### src/rtl/x_word_des.sv
// x_word_des: byte-stream to word deserializer with holding register.
// Optional per-word parity output enabled by X_WORD_DES_PARITY_EN.
module x_word_des #(
  parameter int BYTE_W    = 8,
  parameter int NBYTES    = 8,
  parameter int LSB_FIRST = 0,
  parameter int TIMEOUT   = 0
) (
  input  logic                       i_clk,
  input  logic                       i_rst,
  input  logic                       i_valid,
  input  logic [BYTE_W-1:0]          i_byte,
  output logic                       o_ready,
  output logic                       o_valid,
  input  logic                       i_ready,
  output logic [NBYTES*BYTE_W-1:0]   o_data,
  output logic [$clog2(NBYTES+1)-1:0] o_count,
  output logic                       o_drop,
`ifdef X_WORD_DES_PARITY_EN
  output logic                       o_timeout,
  output logic                       o_parity
`else
  output logic                       o_timeout
`endif
);

  localparam int W  = NBYTES * BYTE_W;
  localparam int CW = $clog2(NBYTES + 1);
  localparam int IW = (TIMEOUT > 1) ? $clog2(TIMEOUT) : 1;
  localparam logic [CW-1:0] FULL = CW'(NBYTES);
  localparam logic [CW-1:0] NEAR = CW'(NBYTES - 1);
  localparam logic [IW-1:0] LAST =
    IW'((TIMEOUT > 0) ? TIMEOUT - 1 : 0);

  logic [W-1:0]  asm_q, asm_d, shifted;
  logic [W-1:0]  data_q, data_d;
  logic [CW-1:0] cnt_q, cnt_d;
  logic [IW-1:0] idle_q, idle_d;
  logic          valid_q, valid_d;
  logic          drop_q, tmo_q, tmo_d;
  logic          acc, full, free;
  logic          ld_full, ld_acc, clr;

  assign full    = (cnt_q == FULL);
  assign o_ready = !full;
  assign acc     = i_valid & o_ready;
  assign free    = !valid_q | i_ready;

  assign o_valid   = valid_q;
  assign o_data    = data_q;
  assign o_count   = cnt_q;
  assign o_drop    = drop_q;
  assign o_timeout = tmo_q;

  always_comb begin
    shifted = '0;
    if (LSB_FIRST != 0)
      shifted = {i_byte, asm_q[W-1:BYTE_W]};
    else
      shifted = {asm_q[W-BYTE_W-1:0], i_byte};
  end

  always_comb begin
    asm_d   = asm_q;
    cnt_d   = cnt_q;
    idle_d  = idle_q;
    data_d  = data_q;
    valid_d = valid_q & !i_ready;
    tmo_d   = 1'b0;
    ld_full = 1'b0;
    ld_acc  = 1'b0;
    clr     = 1'b0;
    if (full) begin
      idle_d = '0;
      if (free) begin
        ld_full = 1'b1;
        data_d  = asm_q;
        valid_d = 1'b1;
        cnt_d   = '0;
        asm_d   = '0;
      end
    end else if (acc) begin
      asm_d  = shifted;
      cnt_d  = cnt_q + 1'b1;
      idle_d = '0;
      if (cnt_q == NEAR && free) begin
        ld_acc  = 1'b1;
        data_d  = shifted;
        valid_d = 1'b1;
        cnt_d   = '0;
        asm_d   = '0;
      end
    end else if (cnt_q == '0) begin
      idle_d = '0;
    end else if (TIMEOUT > 0) begin
      // expiry lands on the edge where the idle count would hit TIMEOUT
      if (idle_q == LAST) begin
        clr    = 1'b1;
        tmo_d  = 1'b1;
        cnt_d  = '0;
        asm_d  = '0;
        idle_d = '0;
      end else begin
        idle_d = idle_q + 1'b1;
      end
    end
  end

  always_ff @(posedge i_clk or negedge i_rst) begin
    if (!i_rst) begin
      asm_q   <= '0;
      data_q  <= '0;
      cnt_q   <= '0;
      idle_q  <= '0;
      valid_q <= 1'b0;
      drop_q  <= 1'b0;
      tmo_q   <= 1'b0;
    end else begin
      asm_q   <= asm_d;
      data_q  <= data_d;
      cnt_q   <= cnt_d;
      idle_q  <= idle_d;
      valid_q <= valid_d;
      drop_q  <= i_valid & !o_ready;
      tmo_q   <= tmo_d;
    end
  end

`ifdef X_WORD_DES_PARITY_EN
  logic par_q, par_d, par_nx;
  logic opar_q, opar_d;

  assign par_nx   = par_q ^ (^i_byte);
  assign o_parity = opar_q;

  always_comb begin
    par_d  = par_q;
    opar_d = opar_q;
    if (ld_full) begin
      opar_d = par_q;
      par_d  = 1'b0;
    end else if (ld_acc) begin
      opar_d = par_nx;
      par_d  = 1'b0;
    end else if (acc) begin
      par_d = par_nx;
    end else if (clr) begin
      par_d = 1'b0;
    end
  end

  always_ff @(posedge i_clk or negedge i_rst) begin
    if (!i_rst) begin
      par_q  <= 1'b0;
      opar_q <= 1'b0;
    end else begin
      par_q  <= par_d;
      opar_q <= opar_d;
    end
  end
`endif

endmodule

### config.mk
export PLATFORM = sky130hd
export DESIGN_NAME = x_word_des
export DESIGN_NICKNAME = d
export VERILOG_FILES = /design/src/rtl/x_word_des.sv
export SDC_FILE = /design/constraint.sdc
export NUM_CORES = 1
export LEC_CHECK = 0
export CAP_MARGIN = 20
export CORE_AREA = 2 2 157 113
export DETAILED_ROUTE_END_ITERATION = 8
export DIE_AREA = 0 0 159 115
export GPL_TIMING_DRIVEN = 0
export REMOVE_ABC_BUFFERS = 1
export SYNTH_ARGS = -nofsm -noshare
export SYNTH_HDL_FRONTEND = slang
export SYNTH_SLANG_ARGS = --single-unit
export TNS_END_PERCENT = 20
### constraint.sdc
create_clock -name i_clk -period 2.6 [get_ports i_clk]
set_input_delay 0.52 -clock i_clk [delete_from_list [all_inputs] [get_ports i_clk]]
set_output_delay 0.52 -clock i_clk [all_outputs]
set_load 0.01 [all_outputs]
==> flow_metrics.tcl <==
set metrics [dict create \
    outcome "finished, final reports clean" \
    finalNetCount 556 \
    row_count 40 \
    worstSetupStartpointType "flip-flop" \
    clkTransAtPathRegs_ps 60 \
    register_area_mm2 0.00335 \
    vdd_drop_max_v 0.000497 \
    synth.most_common_cell "mux2_2" \
    fin_crit_sh_pct 95.5 \
    multiInputGateArea_mm2 0.00304 \
    ys_warn_count 0 \
    report.power.total_uw 10800 \
    final_cells 785 \
    synthFlopType "dfrtp_1" \
    ys_seq_area_share_pct 50.5 \
    syn_avg_cell_area_um2 14.0 \
    io_buffers 82 \
    worstSetupEndpointType "output pin" \
    drv_slew 0 \
    period_minus_slack_ps 2480 \
    yosys-top-cells-area "dfrtp_1, mux2_2, o311a_1, buf_2, mux2i_1" \
    p_switching_uw 3380 \
    r2r-end "asm_q[61]" \
    grt_max_degree 72 \
    clock_power_share_pct 23.7 \
    postLayoutCoreUtil_pct 50.1 \
    initial_core_util_pct 39.5 \
    met1_usage_pct 20.7 \
    max_freq_mhz 403 \
    sw_frac_of_total_pct 31.2 \
    crit_type "reg2out" \
    grt_pass1_vias 4290 \
    rr_startpoint "o_count[0]" \
    cts_root_buffer "clkbuf_16" \
    setup_viol 0 \
    ant_nets 0 \
    hpwl_mm 8.14 \
    rsz0062_at_grt "no" \
    busiest_layer "met2" \
    placed_cell_area_mm2 0.00771 \
    drv_cap 0 \
    internal_power_uw 7440 \
    crit_family "buffers and inverters" \
    p_leak_uw 0.00365 \
    grt_usage_pct 16.0 \
    arrival_ps 1960 \
    synth_top_area_cell "dfrtp_1" \
    gp_congestion 0.691 \
    use_met2_pct 26.0 \
    worst_pin_slew_ps 1030 \
    post-route-cell-area_mm2 0.00843 \
    syn-cell-area_mm2 0.00664 \
    combPwrFrac_pct 41.7 \
    synth_cell_types 24 \
    cp_max_fo 4 \
    async_flop_share_pct 100 \
    clk_latency_ps 410 \
    cpMaxStageDelayCell "clkdlybuf4s50_1" \
    vias_per_cell 5.42 \
    synth_edf_count 0 \
    crit_chain "inv_1, ha_1, nand3b_4, clkdlybuf4s50_1" \
    syn_inst 475 \
    hold_violations 0 \
    slew_headroom_pct 31.2 \
    vias 4252 \
    diodes 0 \
    reg2regPathDepth 8 \
    yosys-top-cells-count "mux2_2, dfrtp_1, o311a_1, buf_2, clkbuf_1" \
    grt_pass1_wl_mm 23.0 \
    pwr-share-seq_pct 34.7 \
    hold_path_class "in2async" \
    cts_max_level 4 \
    clock_path_buffers 2 \
    antenna_found_initial 0 \
    required_ps 2080 \
    drt_wl_total_mm 14.2 \
    dr.pass1.iters 4 \
    tritoncts "built" \
    fill_cells 1457 \
    cellPowerDensity_mw_per_mm2 1280 \
    routedWlPerCell_um 18.1 \
    dp_cells 746 \
    core-area_mm2 0.0168 \
    synth.top_cell.area_share_pct 50.5 \
    design.portCount 84 \
    fin_worst_skew_ps 7.74 \
    grt_use_met3_pct 4.29 \
    cts-buffers-inserted 17 \
    drcViolationCount 0 \
    slowest_delay_ps 510 \
    drive_above_1_share_pct 43.1 \
    cts_sinks 134 \
    synthToLayoutAreaGrowth_pct 26.9 \
    design.die.area_mm2 0.0183 \
    rrSetupSlack_ps 190 \
    die_w_um 159 \
    synth_seq_cells 134 \
    drt-initial-drc-count 179 \
    die_h_um 115 \
    globalRoute.totalOverflow 0 \
    critPathBufInv 2 \
]
==> cell usage in the layout (no fill, tap or decap), types with 2 or more instances in the layout <==
cell type	n
nand3_1	2
o21ai_0	2
o311ai_0	9
clkinv_2	4
buf_12	5
o311a_1	56
bufinv_16	4
mux2i_4	2
clkdlybuf4s50_1	81
nand3b_2	2
dfrtp_1	134
ha_1	2
inv_1	11
clkbuf_8	4
mux2_2	185
mux2i_1	9
buf_4	5
buf_16	4
clkbuf_16	17
==> cell type report <==
cell class                      count  share of cell area [%]
Tap cell                          231                    3.43
Clock inverter                      9                    1.75
Multi-Input combinational cell    281                    36.1
Sequential cell                   134                    39.8
Timing Repair Buffer               96                    12.7
Clock buffer                       22                    5.74
Inverter                           12                   0.534
==> per-stage QoR <==
| step | hold WS [ps] | setup WS, ps | setup TNS, ps |
|---|---|---|---|
| global route | 158 | 7.24 | 0 |
| detailed placement | 492 | -798 | -59890 |
| global placement | 486 | -10560 | -1580560 |
| floorplan | 224 | -4640 | -409190 |
| CTS | 127 | 91.8 | 0 |
| finish | 102 | 116 | 0 |
==> worst register-to-register path: stages (launching register included) <==
cell and delay [ps]:
dfrtp_1 410, inv_1 110, ha_1 370, nand3b_4 150, buf_4 210, mux2i_4 250, buf_16 210, buf_12 200
mux2_2 380
==> power groups by stage <==
stage / clock network (uW) / logic (uW) / registers [uW]
after detailed placement: 0 / 4450 / 3770
after global routing: 2730 / 4840 / 3890
after floorplan: 0 / 2530 / 3820
after CTS: 2630 / 4550 / 3760
after global placement: 0 / 4280 / 3710
final: 2560 / 4510 / 3750
==> repair_timing <==
| action | in CTS | in global routing |
|---|---|---|
| pin swaps | 0 | 0 |
| setup endpoints to repair | 131 | 6 |
| hold buffers | 0 | 0 |
| cloned | 3 | 0 |
| gates resized for setup | 0 | 1 |
| setup buffers | 5 | 0 |
==> worst max path at each step <==
stage	start	endpoint	slack (ps)	cells past startpoint
floorplan	i_ready	o_count[1]	-4640	3
global route	o_count[0]	o_ready	7	4
CTS	o_count[0]	o_ready	90	4
detailed placement	o_count[0]	asm_q[61]	-800	7
finish	o_count[0]	o_ready	120	4
global placement	i_ready	o_count[1]	-10560	4
==> cell families (layout without fill, tap and decap cells) <==
family / after synthesis / after routing / synth area share (%)
compound gates: 70 / 70 / 10.3
fa+ha+maj: 2 / 2 / 0.377
buf+inv: 63 / 139 / 4.73
flops: 134 / 134 / 50.5
mux: 196 / 197 / 33.1
other cells: 1 / 1 / 0.0565
simple gates: 9 / 11 / 1.02
==> state kept, by name, summed over array words and instances, names as in the netlist <==
| register | cells |
|---|---|
| asm_q | 64 |
| o_count | 4 |
| o_data | 64 |
| o_drop | 1 |
| o_valid | 1 |
==> per-layer routing <==
metal / part of all wire, % / routed length, um / vias to the layer above
met5: 0 / 0 / -
met4: 1.3 / 187 / 0
met3: 4.4 / 624 / 13
met2: 47 / 6610 / 84
met1: 48 / 6770 / 2186
li1: - / - / 1969
Note: power is estimated with default switching activity, not from simulation.
